$ cat src/rtl/shift_reg_universal_negclk.sv
// rtl/shift_reg_universal_negclk.sv - universal shift register with multi-step engine
//
// WIDTH-bit register bank with complementary outputs, parallel load, eight
// single-step operations and a multi-step shift engine (Busy/Done handshake).
// NEG_CLK selects whether state updates on the falling (1) or rising (0) edge.
// Optional feature macro: SHREG_PARITY_EN adds a registered Parity output (^Q).
//
// Ports:
//   Clk      clock, active edge chosen by NEG_CLK
//   Clr      synchronous active-high reset, sampled on the active edge
//   En       single-step enable (idle only)
//   Mode     operation select: hold/load/shl/shr/rotl/rotr/asr/clear
//   D        parallel load data
//   SerInL   serial input entering at the MSB
//   SerInR   serial input entering at the LSB
//   Start    begin a multi-step operation (accepted only when idle)
//   Amt      multi-step count
//   Q, Qbar  register contents and complement
//   SerOutL  Q[WIDTH-1];  SerOutR  Q[0]
//   Busy     multi-step operation in progress
//   Parity   ^Q (only with SHREG_PARITY_EN)
//   Done     one-cycle completion pulse

module shift_reg_universal_negclk #(
  parameter int               WIDTH     = 8,
  parameter int               AMT_W     = 4,
  parameter int               NEG_CLK   = 1,
  parameter logic [WIDTH-1:0] RESET_VAL = '0
) (
  input  logic             Clk,
  input  logic             Clr,
  input  logic             En,
  input  logic [2:0]       Mode,
  input  logic [WIDTH-1:0] D,
  input  logic             SerInL,
  input  logic             SerInR,
  input  logic             Start,
  input  logic [AMT_W-1:0] Amt,
  output logic [WIDTH-1:0] Q,
  output logic [WIDTH-1:0] Qbar,
  output logic             SerOutL,
  output logic             SerOutR,
  output logic             Busy,
`ifdef SHREG_PARITY_EN
  output logic             Parity,
`endif
  output logic             Done
);

  typedef enum logic {S_IDLE, S_RUN} state_t;

  // All state sits on the rising edge of act_clk; inverting Clk yields
  // falling-edge behaviour without duplicating the sequential logic.
  logic act_clk;
  assign act_clk = (NEG_CLK != 0) ? ~Clk : Clk;

  state_t           state, state_next;
  logic [AMT_W-1:0] cnt, cnt_next;
  logic [2:0]       op, op_next;
  logic [WIDTH-1:0] q_next;
  logic             done_next;
  logic             is_shift;

  function automatic logic [WIDTH-1:0] apply_op(
    input logic [2:0]       sel,
    input logic [WIDTH-1:0] cur,
    input logic [WIDTH-1:0] ld,
    input logic             sl,
    input logic             sr
  );
    logic [WIDTH-1:0] r;
    case (sel)
      3'b000:  r = cur;
      3'b001:  r = ld;
      3'b010:  r = {cur[WIDTH-2:0], sr};
      3'b011:  r = {sl, cur[WIDTH-1:1]};
      3'b100:  r = {cur[WIDTH-2:0], cur[WIDTH-1]};
      3'b101:  r = {cur[0], cur[WIDTH-1:1]};
      3'b110:  r = {cur[WIDTH-1], cur[WIDTH-1:1]};
      default: r = '0;
    endcase
    return r;
  endfunction

  assign is_shift = (Mode >= 3'b010) && (Mode <= 3'b110);

  // State register
  always_ff @(posedge act_clk) begin
    if (Clr) state <= S_IDLE;
    else     state <= state_next;
  end

  // Next-state logic
  always_comb begin
    state_next = state;
    case (state)
      S_IDLE: if (Start && is_shift && (Amt != '0)) state_next = S_RUN;
      S_RUN:  if (cnt == AMT_W'(1)) state_next = S_IDLE;
      default: state_next = S_IDLE;
    endcase
  end

  // Output logic (registered state only, no input-to-output path)
  always_comb begin
    Busy = (state == S_RUN);
  end

  // Datapath next values
  always_comb begin
    q_next    = Q;
    cnt_next  = cnt;
    op_next   = op;
    done_next = 1'b0;
    if (state == S_RUN) begin
      // Serial inputs are sampled live on every step; the op is the latched one.
      q_next   = apply_op(op, Q, D, SerInL, SerInR);
      cnt_next = cnt - 1'b1;
      if (cnt == AMT_W'(1)) done_next = 1'b1;
    end else if (Start) begin
      if (is_shift) begin
        if (Amt != '0) begin
          cnt_next = Amt;
          op_next  = Mode;
        end else begin
          done_next = 1'b1;
        end
      end else begin
        // hold/load/clear complete at the Start edge itself
        q_next    = apply_op(Mode, Q, D, SerInL, SerInR);
        done_next = 1'b1;
      end
    end else if (En) begin
      q_next = apply_op(Mode, Q, D, SerInL, SerInR);
    end
  end

  always_ff @(posedge act_clk) begin
    if (Clr) begin
      Q    <= RESET_VAL;
      cnt  <= '0;
      op   <= 3'b000;
      Done <= 1'b0;
    end else begin
      Q    <= q_next;
      cnt  <= cnt_next;
      op   <= op_next;
      Done <= done_next;
    end
  end

`ifdef SHREG_PARITY_EN
  always_ff @(posedge act_clk) begin
    if (Clr) Parity <= ^RESET_VAL;
    else     Parity <= ^q_next;
  end
`endif

  assign Qbar    = ~Q;
  assign SerOutL = Q[WIDTH-1];
  assign SerOutR = Q[0];

endmodule

$ cat config.mk
export PLATFORM = sky130hd
export DESIGN_NAME = shift_reg_universal_negclk
export DESIGN_NICKNAME = d
export VERILOG_FILES = /design/src/rtl/shift_reg_universal_negclk.sv
export SDC_FILE = /design/constraint.sdc
export NUM_CORES = 1
export LEC_CHECK = 0
export CORE_MARGIN = 1
export CORE_UTILIZATION = 40
export CTS_BUF_LIST = sky130_fd_sc_hd__clkbuf_4 sky130_fd_sc_hd__clkbuf_8
export DETAILED_ROUTE_END_ITERATION = 8
export HOLD_SLACK_MARGIN = 0.12
export PLACE_DENSITY = 0.78
export SLEW_MARGIN = 20
export SYNTH_ARGS = -nofsm -noshare
export SYNTH_HDL_FRONTEND = slang
export SYNTH_SLANG_ARGS = --single-unit
$ cat constraint.sdc
create_clock -name Clk -period 1.9 [get_ports Clk]
set_clock_uncertainty 0.1 [all_clocks]
set_input_delay 0.475 -clock Clk [delete_from_list [all_inputs] [get_ports Clk]]
set_output_delay 0.475 -clock Clk [all_outputs]
set_load 0.02 [all_outputs]
## Yosys cells after proc, flatten, opt, wreduce, memory -nomap -nowiden

Index checks and enable logic that the tools add are counted.

| word-level totals | value |
|---|---|
| register bits | 17 |
| word-level logic and storage cells | 59 |
| bits of input ports | 21 |
| output and inout bits | 20 |

| cells by class | value |
|---|---|
| bitwise gates (word level) | 2 |
| equal/unequal tests | 16 |
| add/sub/neg operators | 1 |
| muxes and demuxes | 18 |
| reduce and logical (&&, ||, !) cells | 14 |
| $lt $le $gt $ge | 2 |

Operators by type and width:

| cell | count |
|---|---|
| one-hot mux 8 bit (7 select lines) | 2 |
| 2-to-1 mux 8 bit | 4 |
| equality test 3 bit (second input constant) | 6 |
| 2-to-1 mux 4 bit | 4 |
| equality test 3 x 2 -> 1 bit (second input constant) | 4 |
| inverter 8 bit | 1 |
| AND reduction 4 bit | 2 |
| 2-to-1 mux 1 bit | 7 |
| equality test 3 x 1 -> 1 bit (second input constant) | 2 |
| zero test 3 bit | 2 |
| AND reduction 3 bit | 2 |
| nonzero test 2 bit | 3 |
| equality test 4 x 1 -> 1 bit (second input constant) | 1 |
| != test 2 bit (second input constant) | 2 |
| nonzero test 4 bit | 1 |
| subtractor 4 x 1 -> 4 bit (second input constant) | 1 |
| >= comparator 3 x 2 -> 1 bit (second input constant) | 1 |
| less-or-equal comparator 3 bit (second input constant) | 1 |
| logical AND 1 bit | 3 |
| != test 3 bit (second input constant) | 1 |
| nonzero test 3 bit | 1 |
| one-hot mux 1 bit (2 select lines) | 1 |
| inverter 1 bit | 1 |

## Depth between registers and ports, before layout

| logic depth | value |
|---|---|
| word-level depth | 6 |
| gate-level depth with buffers | 7 |
| gate-level depth less buffers | 5 |

==> summary.md <==
| Metric | Value |
|---|---|
| Yosys reg bits | `17` |
| Leading cell types in the layout, fill and taps excluded | `buf_4 (47), buf_6 (35), inv_1 (20)` |
| Setup TNS Final | `-19.67 ns` |
| Met3 usage | `under 10%` |
| Die area | `between 4000 and 5000 sq um` |
| Hold path startpoint | `cnt[1]$_SDFFE_NP0P_` |
| Wirelength per Cell | `20.1 um` |
| CTS Sinks | `17` |
| Area leader, netlist | `dfxtp_1` |
| Die Width | `63.7 um` |
| FP Rows | `22` |
| # IOs | `a little over 40` |
| Fin nets | `roughly 320` |
| Reg clk slew, reported paths | `~0.07 ns` |
| Diode count | `0` |
| Cts bufs inserted | `3` |
| Final instance area | `approximately 3100 sq um` |
| CTS root buffer | `clkbuf_8` |
| Pre-CTS WS | `-1.50 ns` |
| Post-DP HPWL | `3540 um` |
| Mapped Area | `roughly 1500 sq um` |
| Setup crit start | `Mode[0]` |
| Crit start category | `input pin` |
| Die Span Y | `between 60 and 70 um` |
| Share of cells above drive strength 1 | `between 50 and 60%` |
| Worst R2R Start | `op[1]$_SDFFE_NP0P_` |
| Post-synthesis area per instance | `~8 sq um` |
| Crit-path max FO | `7` |
| Grt met2 use | `approximately three fifths` |
| Gpl congestion | `approximately 0.9` |
| Vias | `approximately 2.1k` |
| Static leakage | `approximately 0.0013 uW` |
| Post-synth EDFFs | `0` |
| Largest net degree at the start of global routing | `14` |
| Max transition margin | `about 46%` |
| Post-Layout Cell Count | `about 350` |
| Post-Place Cells | `approximately 300` |
| Vias in the first global route | `2,157` |
| H-tree Lvls | `1` |
| Total Routing Usage GR | `between 30 and 40%` |
| Post-DR vias/cell | `~6.2` |
| Final Slew Violations | `0` |
| ANT nets after route | `0` |
| Cell variety after synth | `52` |
| Top FF cell, synth | `dfxtp_1` |
| Post-layout util | `83.5%` |
| Peak supply drop | `about 0.52 mV` |
| CP Capture Type | `flip-flop` |
| Global-route wire length before repair | `10,400 um` |
| Syn Nets | `210` |
| Met1 Track Usage GR | `35.3%` |
| Initial Utilization | `41.6%` |
| Max_cap viols | `0` |
| DRC viols | `0` |
| CTS tree | `yes` |
| Aggregate routed wire length | `6980 um` |
| Final Hold Violating Endpoints | `0` |
| Setup CP Type | `input pin to flip-flop` |
| RSZ-0062 raised after global routing | `yes` |
| P&R area growth vs syn | `101%` |
| Share of the synthesized area in the top cell type | `22.4%` |
| CORE AREA | `3660 sq um` |
| Final setup vio count | `37` |
| Sequential element share of the synthesized area | `between 20% and 30%` |
| Synth async-reset ratio | `0%` |
| FF+latch area | `373 sq um` |
| Busiest grt layer | `met2` |
| Fill cells | `between 150 and 200` |
| Grt total ovfl | `0` |
| Antenna violations before repair | `0` |
| Ys Warns | `0` |
| Clock Tree Buf Depth | `2` |
| Worst-Margin Slew | `0.802 ns` |
| Most common cell after layout, fill and taps aside | `buf_4` |
| Failing checks | `negative setup slack` |
| Area taken by multi-input logic gates | `between 1000 and 1500 sq um` |
| Post-Syn Instances | `187` |
| Initial DRC Count | `between 200 and 250` |
| CP arrival | `roughly 1.8 ns` |
| Skew-Pair Late Insertion Delay | `approximately 0.40 ns` |
| Final setup margin | `-0.728 ns` |
| Power Density | `slightly below 700 nW/um^2` |
| Port Buf Inserts | `40` |
| Status | `finished, violations left` |
| Worst path required time | `between 1 and 1.5 ns` |
| Top cells by area, synth | `dfxtp_1 (22%), mux2i_1 (7.9%), a22oi_1 (4.4%), nand2_1 (4.2%), mux2_1 (3.7%)` |
| Tightest Hold Check Type | `flip-flop to flip-flop` |
| Placed cell area | `approximately 2400 sq um` |
| Router iterations before antenna repair | `6` |
## power by group
group          switching [uW]  internal, uW
clock                     296           330
sequential               57.1           404
combinational             472           517
## worst max-delay path, cell delays in order
cell and delay [ns]:
buf_8 0.10, buf_12 0.13, buf_4 0.14, mux2_4 0.30, a22oi_2 0.17, nand2_1 0.14, a221oi_4 0.30, a211oi_2 0.07
## synth_stat cells (2+ instances only)
cell type	number
inv_1	12
a22oi_1	9
mux2i_1	12
nand2b_1	2
nor4_1	2
and3_1	2
o21ai_0	9
a21oi_1	8
a221oi_2	3
mux2_1	5
and3b_1	2
xnor2_1	3
a211oi_2	3
nor3b_2	2
a211oi_1	5
a221oi_1	4
nor2_1	13
o211ai_1	3
a222oi_1	2
a31oi_1	2
ha_1	2
or3_1	3
nand2_1	17
buf_4	2
clkbuf_1	3
nor3_1	3
buf_2	9
nand3b_1	5
dfxtp_1	17
## state kept, by name, summed over array words and instances (netlist names)
signal	flops
Q	8
Done	1
Busy	1
op	3
cnt	4
## path summary, 6_finish.rpt
check	endpoint	slack (ns)	depth (start not counted)
setup reg to reg	Q[0]$_SDFFE_NP0P_	-0.10	6
hold reg to reg	cnt[1]$_SDFFE_NP0P_	0.47	2
hold / removal	cnt[1]$_SDFFE_NP0P_	0.47	2
setup / recovery	Q[5]$_SDFFE_NP0P_	-0.73	8
## final cells by class
type	count	area share, %
Multi-Input combinational cell	141	43.2
Timing Repair Buffer	108	36.0
Sequential cell	17	12.2
Clock inverter	18	3.07
Inverter	12	2.21
Tap cell	48	1.97
Clock buffer	3	1.35
## layer usage
metal	vias to the layer above	routed length (um)
met2	157	3530
met1	1019	2480
met4	0	361
met5	-	0
li1	923	-
met3	41	607
## through the flow
stage / total power (uW) / hold slack (ns)
after floorplan: 928 / 0.392
after detailed placement: 1260 / 0.465
final: 2080 / 0.466
after global routing: 2170 / 0.495
after CTS: 1930 / 0.466
after global placement: 1240 / 0.421
## cells by family after synthesis
| family | count (synthesis) | share of synthesized area (%) |
|---|---|---|
| compound gates | 56 | 28.5 |
| fa+ha+maj | 2 | 1.64 |
| mux | 17 | 11.6 |
| flops | 17 | 22.4 |
| simple gates | 61 | 23.7 |
| xor+xnor | 5 | 3.37 |
| buf+inv | 29 | 8.88 |
## what timing repair did
action	CTS	global route
setup endpoints to repair	37	37
setup buffers	16	6
gates resized for setup	201	24
pin swaps	30	26
hold buffers	0	0
gates cloned	1	1
No activity file was read; power rests on OpenSTA's default activity.
